==> src/rtl/barrel_shift_left_pipe_if.sv <==
// Handshake bundle for barrel_shift_left_pipe.
//   master : operand producer plus result consumer (drives in_*, out_ready)
//   slave  : the shifter pipeline (drives in_ready, out_valid, out_data, busy)
// Signals:
//   in_valid/in_ready   operand handshake
//   in_data, in_k       operand and shift amount (0..WIDTH-1)
//   in_rot              0 = logical left (zero fill), 1 = rotate left
//   out_valid/out_ready result handshake
//   out_data            shifted result
//   busy                any stage holds a transaction
interface barrel_shift_left_pipe_if #(
    parameter int unsigned WIDTH = 8,
    parameter int unsigned SHW   = 3
);
    logic             in_valid;
    logic             in_ready;
    logic [WIDTH-1:0] in_data;
    logic [SHW-1:0]   in_k;
    logic             in_rot;
    logic             out_valid;
    logic             out_ready;
    logic [WIDTH-1:0] out_data;
    logic             busy;

    modport master (
        output in_valid, in_data, in_k, in_rot, out_ready,
        input  in_ready, out_valid, out_data, busy
    );

    modport slave (
        input  in_valid, in_data, in_k, in_rot, out_ready,
        output in_ready, out_valid, out_data, busy
    );
endinterface

==> src/rtl/barrel_shift_left_pipe.sv <==
// Pipelined left barrel shifter with valid/ready handshakes on both sides.
// Stage i conditionally shifts by 2^i (controlled by k[i]), so a WIDTH-bit operand
// needs SHW = log2(WIDTH) stages and emerges SHW edges after acceptance.
// Each stage has its own ready, so bubbles collapse under output backpressure.
// Ports:
//   clk    rising-edge clock
//   rst_n  asynchronous active-low reset; empties and zeroes every stage
//   bus    barrel_shift_left_pipe_if slave modport (operand in, result out, busy)
module barrel_shift_left_pipe #(
    parameter int unsigned WIDTH = 8,
    parameter int unsigned SHW   = 3   // must be log2(WIDTH)
) (
    input logic                     clk,
    input logic                     rst_n,
    barrel_shift_left_pipe_if.slave bus
);

    logic [SHW-1:0]            valid_q, valid_d;
    logic [SHW-1:0][WIDTH-1:0] data_q,  data_d;
    logic [SHW-1:0][SHW-1:0]   k_q,     k_d;
    logic [SHW-1:0]            rot_q,   rot_d;
    logic [SHW-1:0]            ready;

    // What each stage would load: the input port for stage 0, the previous stage otherwise.
    logic [SHW-1:0]            up_valid;
    logic [SHW-1:0][WIDTH-1:0] up_data;
    logic [SHW-1:0][SHW-1:0]   up_k;
    logic [SHW-1:0]            up_rot;

    // The last stage's k/rot have no consumer; they are kept for uniformity.
    logic unused_tail;
    assign unused_tail = ^{k_q[SHW-1], rot_q[SHW-1]};

    // Upper half of {x, x} << s is (x << s) | (x >> (WIDTH - s)), i.e. the rotate.
    function automatic logic [WIDTH-1:0] shift_left(input logic [WIDTH-1:0] x,
                                                    input int unsigned      s,
                                                    input logic             rot);
        logic [2*WIDTH-1:0] dbl;
        dbl = {x, x} << s;
        return rot ? dbl[2*WIDTH-1:WIDTH] : (x << s);
    endfunction

    // Ready ripples back from the consumer; a stage is free if empty or if it
    // will hand its content on this edge.
    always_comb begin
        ready          = '0;
        ready[SHW-1]   = !valid_q[SHW-1] || bus.out_ready;
        for (int i = int'(SHW) - 2; i >= 0; i--) begin
            ready[i] = !valid_q[i] || ready[i+1];
        end
    end

    always_comb begin
        up_valid[0] = bus.in_valid;
        up_data[0]  = bus.in_data;
        up_k[0]     = bus.in_k;
        up_rot[0]   = bus.in_rot;
        for (int i = 1; i < int'(SHW); i++) begin
            up_valid[i] = valid_q[i-1];
            up_data[i]  = data_q[i-1];
            up_k[i]     = k_q[i-1];
            up_rot[i]   = rot_q[i-1];
        end
    end

    always_comb begin
        valid_d = valid_q;
        data_d  = data_q;
        k_d     = k_q;
        rot_d   = rot_q;
        for (int i = 0; i < int'(SHW); i++) begin
            if (ready[i]) begin
                valid_d[i] = up_valid[i];
                // Payload is only captured from a valid upstream; bubbles leave it alone.
                if (up_valid[i]) begin
                    data_d[i] = up_k[i][i] ? shift_left(up_data[i], 32'd1 << i, up_rot[i])
                                           : up_data[i];
                    k_d[i]    = up_k[i];
                    rot_d[i]  = up_rot[i];
                end
            end
        end
    end

    always_ff @(posedge clk or negedge rst_n) begin
        if (!rst_n) begin
            valid_q <= '0;
            data_q  <= '0;
            k_q     <= '0;
            rot_q   <= '0;
        end else begin
            valid_q <= valid_d;
            data_q  <= data_d;
            k_q     <= k_d;
            rot_q   <= rot_d;
        end
    end

    assign bus.in_ready  = ready[0];
    assign bus.out_valid = valid_q[SHW-1];
    assign bus.out_data  = data_q[SHW-1];
    assign bus.busy      = |valid_q;

endmodule

==> src/flat_wrapper.sv <==
// flat-port wrapper written by rule: the top's interface ports become plain ports
module barrel_shift_left_pipe_flat 
#(
    parameter int unsigned WIDTH = 8,
    parameter int unsigned SHW   = 3                         
)
  (clk, rst_n, bus_in_valid, bus_in_data, bus_in_k, bus_in_rot, bus_out_ready, bus_in_ready, bus_out_valid, bus_out_data, bus_busy);
  barrel_shift_left_pipe_if #(.WIDTH(WIDTH), .SHW(SHW)) bus_i ();
  input logic clk;
  input logic rst_n;
  input wire logic [$bits(bus_i.in_valid)-1:0] bus_in_valid;
  input wire logic [$bits(bus_i.in_data)-1:0] bus_in_data;
  input wire logic [$bits(bus_i.in_k)-1:0] bus_in_k;
  input wire logic [$bits(bus_i.in_rot)-1:0] bus_in_rot;
  input wire logic [$bits(bus_i.out_ready)-1:0] bus_out_ready;
  output wire logic [$bits(bus_i.in_ready)-1:0] bus_in_ready;
  output wire logic [$bits(bus_i.out_valid)-1:0] bus_out_valid;
  output wire logic [$bits(bus_i.out_data)-1:0] bus_out_data;
  output wire logic [$bits(bus_i.busy)-1:0] bus_busy;
  assign bus_i.in_valid = bus_in_valid;
  assign bus_i.in_data = bus_in_data;
  assign bus_i.in_k = bus_in_k;
  assign bus_i.in_rot = bus_in_rot;
  assign bus_i.out_ready = bus_out_ready;
  assign bus_in_ready = bus_i.in_ready;
  assign bus_out_valid = bus_i.out_valid;
  assign bus_out_data = bus_i.out_data;
  assign bus_busy = bus_i.busy;
  barrel_shift_left_pipe #(.WIDTH(WIDTH), .SHW(SHW)) u_core (.clk(clk), .rst_n(rst_n), .bus(bus_i));
endmodule
==> config.mk <==
export PLATFORM = sky130hd
export DESIGN_NAME = barrel_shift_left_pipe_flat
export DESIGN_NICKNAME = d
export VERILOG_FILES = /design/src/rtl/barrel_shift_left_pipe_if.sv /design/src/rtl/barrel_shift_left_pipe.sv /design/src/flat_wrapper.sv
export SDC_FILE = /design/constraint.sdc
export NUM_CORES = 1
export LEC_CHECK = 0
export CAP_MARGIN = 5
export CORE_ASPECT_RATIO = 0.5
export CORE_UTILIZATION = 50
export CTS_BUF_LIST = sky130_fd_sc_hd__clkbuf_16
export DETAILED_ROUTE_END_ITERATION = 12
export HOLD_SLACK_MARGIN = 0.1
export PLACE_DENSITY_LB_ADDON = 0.25
export SLEW_MARGIN = 20
export SYNTH_ARGS = -nofsm -noshare
export SYNTH_HDL_FRONTEND = slang
export SYNTH_SLANG_ARGS = --single-unit
==> constraint.sdc <==
create_clock -name clk -period 1.6 [get_ports clk]
set_input_delay 0.32 -clock clk [delete_from_list [all_inputs] [get_ports clk]]
set_output_delay 0.32 -clock clk [all_outputs]
set_load 0.1 [all_outputs]
# == After elaboration in Yosys (flattened, before gate mapping) ==
# Index checks and enable logic that the tools add are counted.
# op_classes
muxes,6
reduce_logical,10
# ops
cell,count
$mux 8,3
$reduce_and 2->1,3
$mux 4,1
$logic_not 1->1,3
$logic_or 1x1->1,3
$reduce_or 3->1,1
$mux 2,1
$mux 1,1
# totals
ff_bits,35
in_bits,16
output_inout_bits,11
word_cells,26

# == Depth between registers and ports, before layout ==
# depth
depth_word,5
ltp_mapped,4
depth_no_buf,3

# == Least setup slack after synthesis ==
# Ideal clock, no wire load.
# synth_timing
kind,register to output
startpoint,register u_core.valid_q[2]
endpoint,output port bus_busy
arrival_ns,1.747
required_time_ns,1.280
slack_ns,-0.467
stages_incl_launch_ff,2
n_path_buf,0
path_cell_list,dfrtp_1 > or3_1
# synth_between
elab_chain_cells,1
# synth_rtl
element,line_no,rtl
start: declaration,barrel_shift_left_pipe.sv:18,"logic [SHW-1:0] valid_q, valid_d;"
start signal: assignment,barrel_shift_left_pipe.sv:92,valid_q <= valid_d;
$reduce_or 3->1,barrel_shift_left_pipe.sv:102,assign bus.busy = |valid_q;
end: declaration,flat_wrapper.sv:19,output wire logic [$bits(bus_i.busy)-1:0] bus_busy;
# No other way between the ends.

# == Worst setup path after layout ==
# Same ends and word-level chain as after synthesis.

==> impl_metrics.yaml <==
run_status:
  status: "completed"
timing:
  hold_viol: 0
  grt_setup_unrepaired: "true"
  slew-limit-headroom_pct: 70.2
  slew_viol_final: 0
  whs_ns: 0.419
  final-setup-viol-count: 0
  fin_ws_ns: 0.000377
  period_needed_ns: 1.60
  timing.fmax_ghz: 0.625
  min_period_over_period_pct: 100
  worst_clock_skew_ns: 0.00423
  worst_pin_slew_ns: 0.447
  fin_tns_setup_ns: 0
floorplanning:
  core_um2: 2770
  die_x_um: 80.9
  die_height_um: 41.4
  die_area_um2: 3350
  row_count: 13
  num_io_pins: 27
  initial_core_util_pct: 56.2
routing:
  first_iter_violations: 98
  dr_total_vias: 1159
  wl_um: 3270
  first_pass_iters: 4
  drcViolationCount: 0
  viasPerCell: 5.82
  drt-wirelength-per-cell_um: 16.4
  ant_nets: 0
worst_setup_path:
  cp_cell_sequence: "or3_4 -> buf_12"
  worstRegToRegCells: 4
  r2r-end: "u_core.data_q[15]"
  critPathLaunchType: "flop"
  crit_path_max_incr_delay_ns: 0.49
  cp.required_ns: 1.28
  reg2reg_from: "u_core.valid_q[2]"
  arrival_ns: 1.28
  slowest_stage: "dfrtp_4"
  critPathMaxFanout: 3
  ff2ff_setup_slack_ns: 0.09
  critPathCaptureType: "output port"
  criticalPathCategory: "flop to output port"
grt:
  antenna_found_initial: 0
  grt_pass1_vias: 1133
  grt_max_degree: 33
  grt_first_pass_wirelength_um: 5580
  grt_overflow: 0
  grt.total_usage_pct: 22.8
synthesis:
  synth-seq-area-share_pct: 51.5
  ys_types: 21
  netlist.area_leader.share_pct: 51.5
  yosys.area.top_type: "dfrtp_1"
  synth-seq-cells: 32
  synth_area_leaders: "dfrtp_1 (51%), mux2_2 (14%), mux2i_1 (8.4%)"
  ys_warn_count: 0
  synth_area_um2: 1560
  avgSynthCellArea_um2: 11.6
  syn_inst: 134
  synth_fp_nets: 150
place:
  dp_hpwl_um: 2130
  port_buffers: 26
  place_ws_ns: -0.159
  place.gp.congestion: 0.757
min_path:
  min_path_type: "input pin to asynchronous set/reset pin"
job:
  cap_violations: 0
pwr:
  power_w: 0.00374
  leakagePower_nw: 0.920
  power_density_nw_per_um2: 1760
  max-vdd-ir-drop_v: 0.00143
clocking:
  insertion_delay_ns: 0.27
  clock_path_buffers: 2
  numCtsBuffers: 5
  ctsHoldBuffers: 0
  cts.sinks: 32
  cts_max_level: 2
  cts_tree: "built"
  clockRootBuffer: "clkbuf_16"
  path_clk_slew_ns: 0.05
layout:
  drive_above_1_share_pct: 34.0
  finalNetCount: 178
  antennaDiodeCount: 0
  areaGrowthSynthToFinish_pct: 36.6
  fin_util_pct: 76.8
## how the worst max path moves through the flow
stage / from / end / slack, ns / cells past startpoint
floorplan: u_core.valid_q[2] / u_core.data_q[10] / 0.07 / 3
global placement: bus_out_ready / u_core.data_q[10] / -0.12 / 4
detailed placement: bus_out_ready / u_core.data_q[15] / -0.16 / 4
CTS: u_core.valid_q[2] / bus_busy / -0.004 / 2
global route: u_core.valid_q[2] / bus_busy / -0.03 / 2
finish: u_core.valid_q[2] / bus_busy / 0.0004 / 2
## stage by stage
| stage | area [µm²] | instances |
|---|---|---|
| final | 2120 | 199 |
| after floorplan | 1570 | 134 |
| after global routing | 2120 | 199 |
| after detailed placement | 1940 | 187 |
| after global placement | 1940 | 187 |
| after CTS | 2130 | 200 |
## what timing repair did
item,in CTS,in global routing
setup endpoints to repair,2,8
buffers inserted,6,0
endpoints found under the hold margin,0,0
resized for setup,4,1
gates cloned,0,0
## kinds of logic after synthesis
kind of cell	count (synthesis)	share of synthesized area (%)
AOI/OAI and AO/OA	37	13.7
buffers and inverters	19	7.00
DFF	32	51.5
muxes	32	22.1
and+or+nand+nor	14	5.71
## where the power goes
group,switching [W],internal [W],total [W]
registers,0.000238,0.00103,0.00127
clock network,0.000305,0.000557,0.000862
logic,0.000954,0.000655,0.00161
total,0.00150,0.00224,0.00374
## layout by cell type, fill, tap and decap left out, drive strengths merged, types with 4 or more instances in the layout
| cell | n |
|---|---|
| a21oi | 22 |
| a31oi | 11 |
| buf | 22 |
| clkbuf | 5 |
| clkdlybuf4s50 | 15 |
| dfrtp | 32 |
| inv | 4 |
| mux2 | 19 |
| mux2i | 13 |
| nor2b | 5 |
## final cells by class
cell class,instances,area (µm²)
fill,182,641
inverter,3,11.3
clock buffer,5,125
multi-input combinational,83,661
timing repair buffer,37,465
sequential,32,807
tap,37,46.3
clock inverter,2,8.76
## state kept, by name (all words and copies together), names as in the netlist
signal	flops
u_core.valid_q	3
u_core.rot_q	2
u_core.data_q	16
u_core.bus.out_data	8
u_core.k_q	3
## Yosys cell counts (all sizes together)
| cell | number |
|---|---|
| mux2i | 13 |
| a21oi | 22 |
| nor2b | 5 |
| nand3 | 2 |
| nand2b | 2 |
| dfrtp | 32 |
| o21ai | 3 |
| a31oi | 11 |
| o21bai | 1 |
| nand4b | 1 |
| mux2 | 19 |
| buf | 13 |
| or3 | 1 |
| nand2 | 2 |
| and2 | 1 |
| inv | 3 |
| clkbuf | 3 |
## routing by layer
metal / up-vias / wire length [µm] / track usage (%)
li1: 535 / - / -
met1: 577 / 1470 / 29.3
met2: 37 / 1590 / 36.3
met3: 10 / 131 / 6.37
met4: 0 / 79 / 9.64
met5: - / 0 / 0
## worst max-delay path: cells and delay by family (launching register included)
| family | cells | cell delay, ns |
|---|---|---|
| buffers and inverters | 1 | 0.17 |
| DFF | 1 | 0.49 |
| and+or+nand+nor | 1 | 0.35 |
Power figures use the tool's default switching activity.
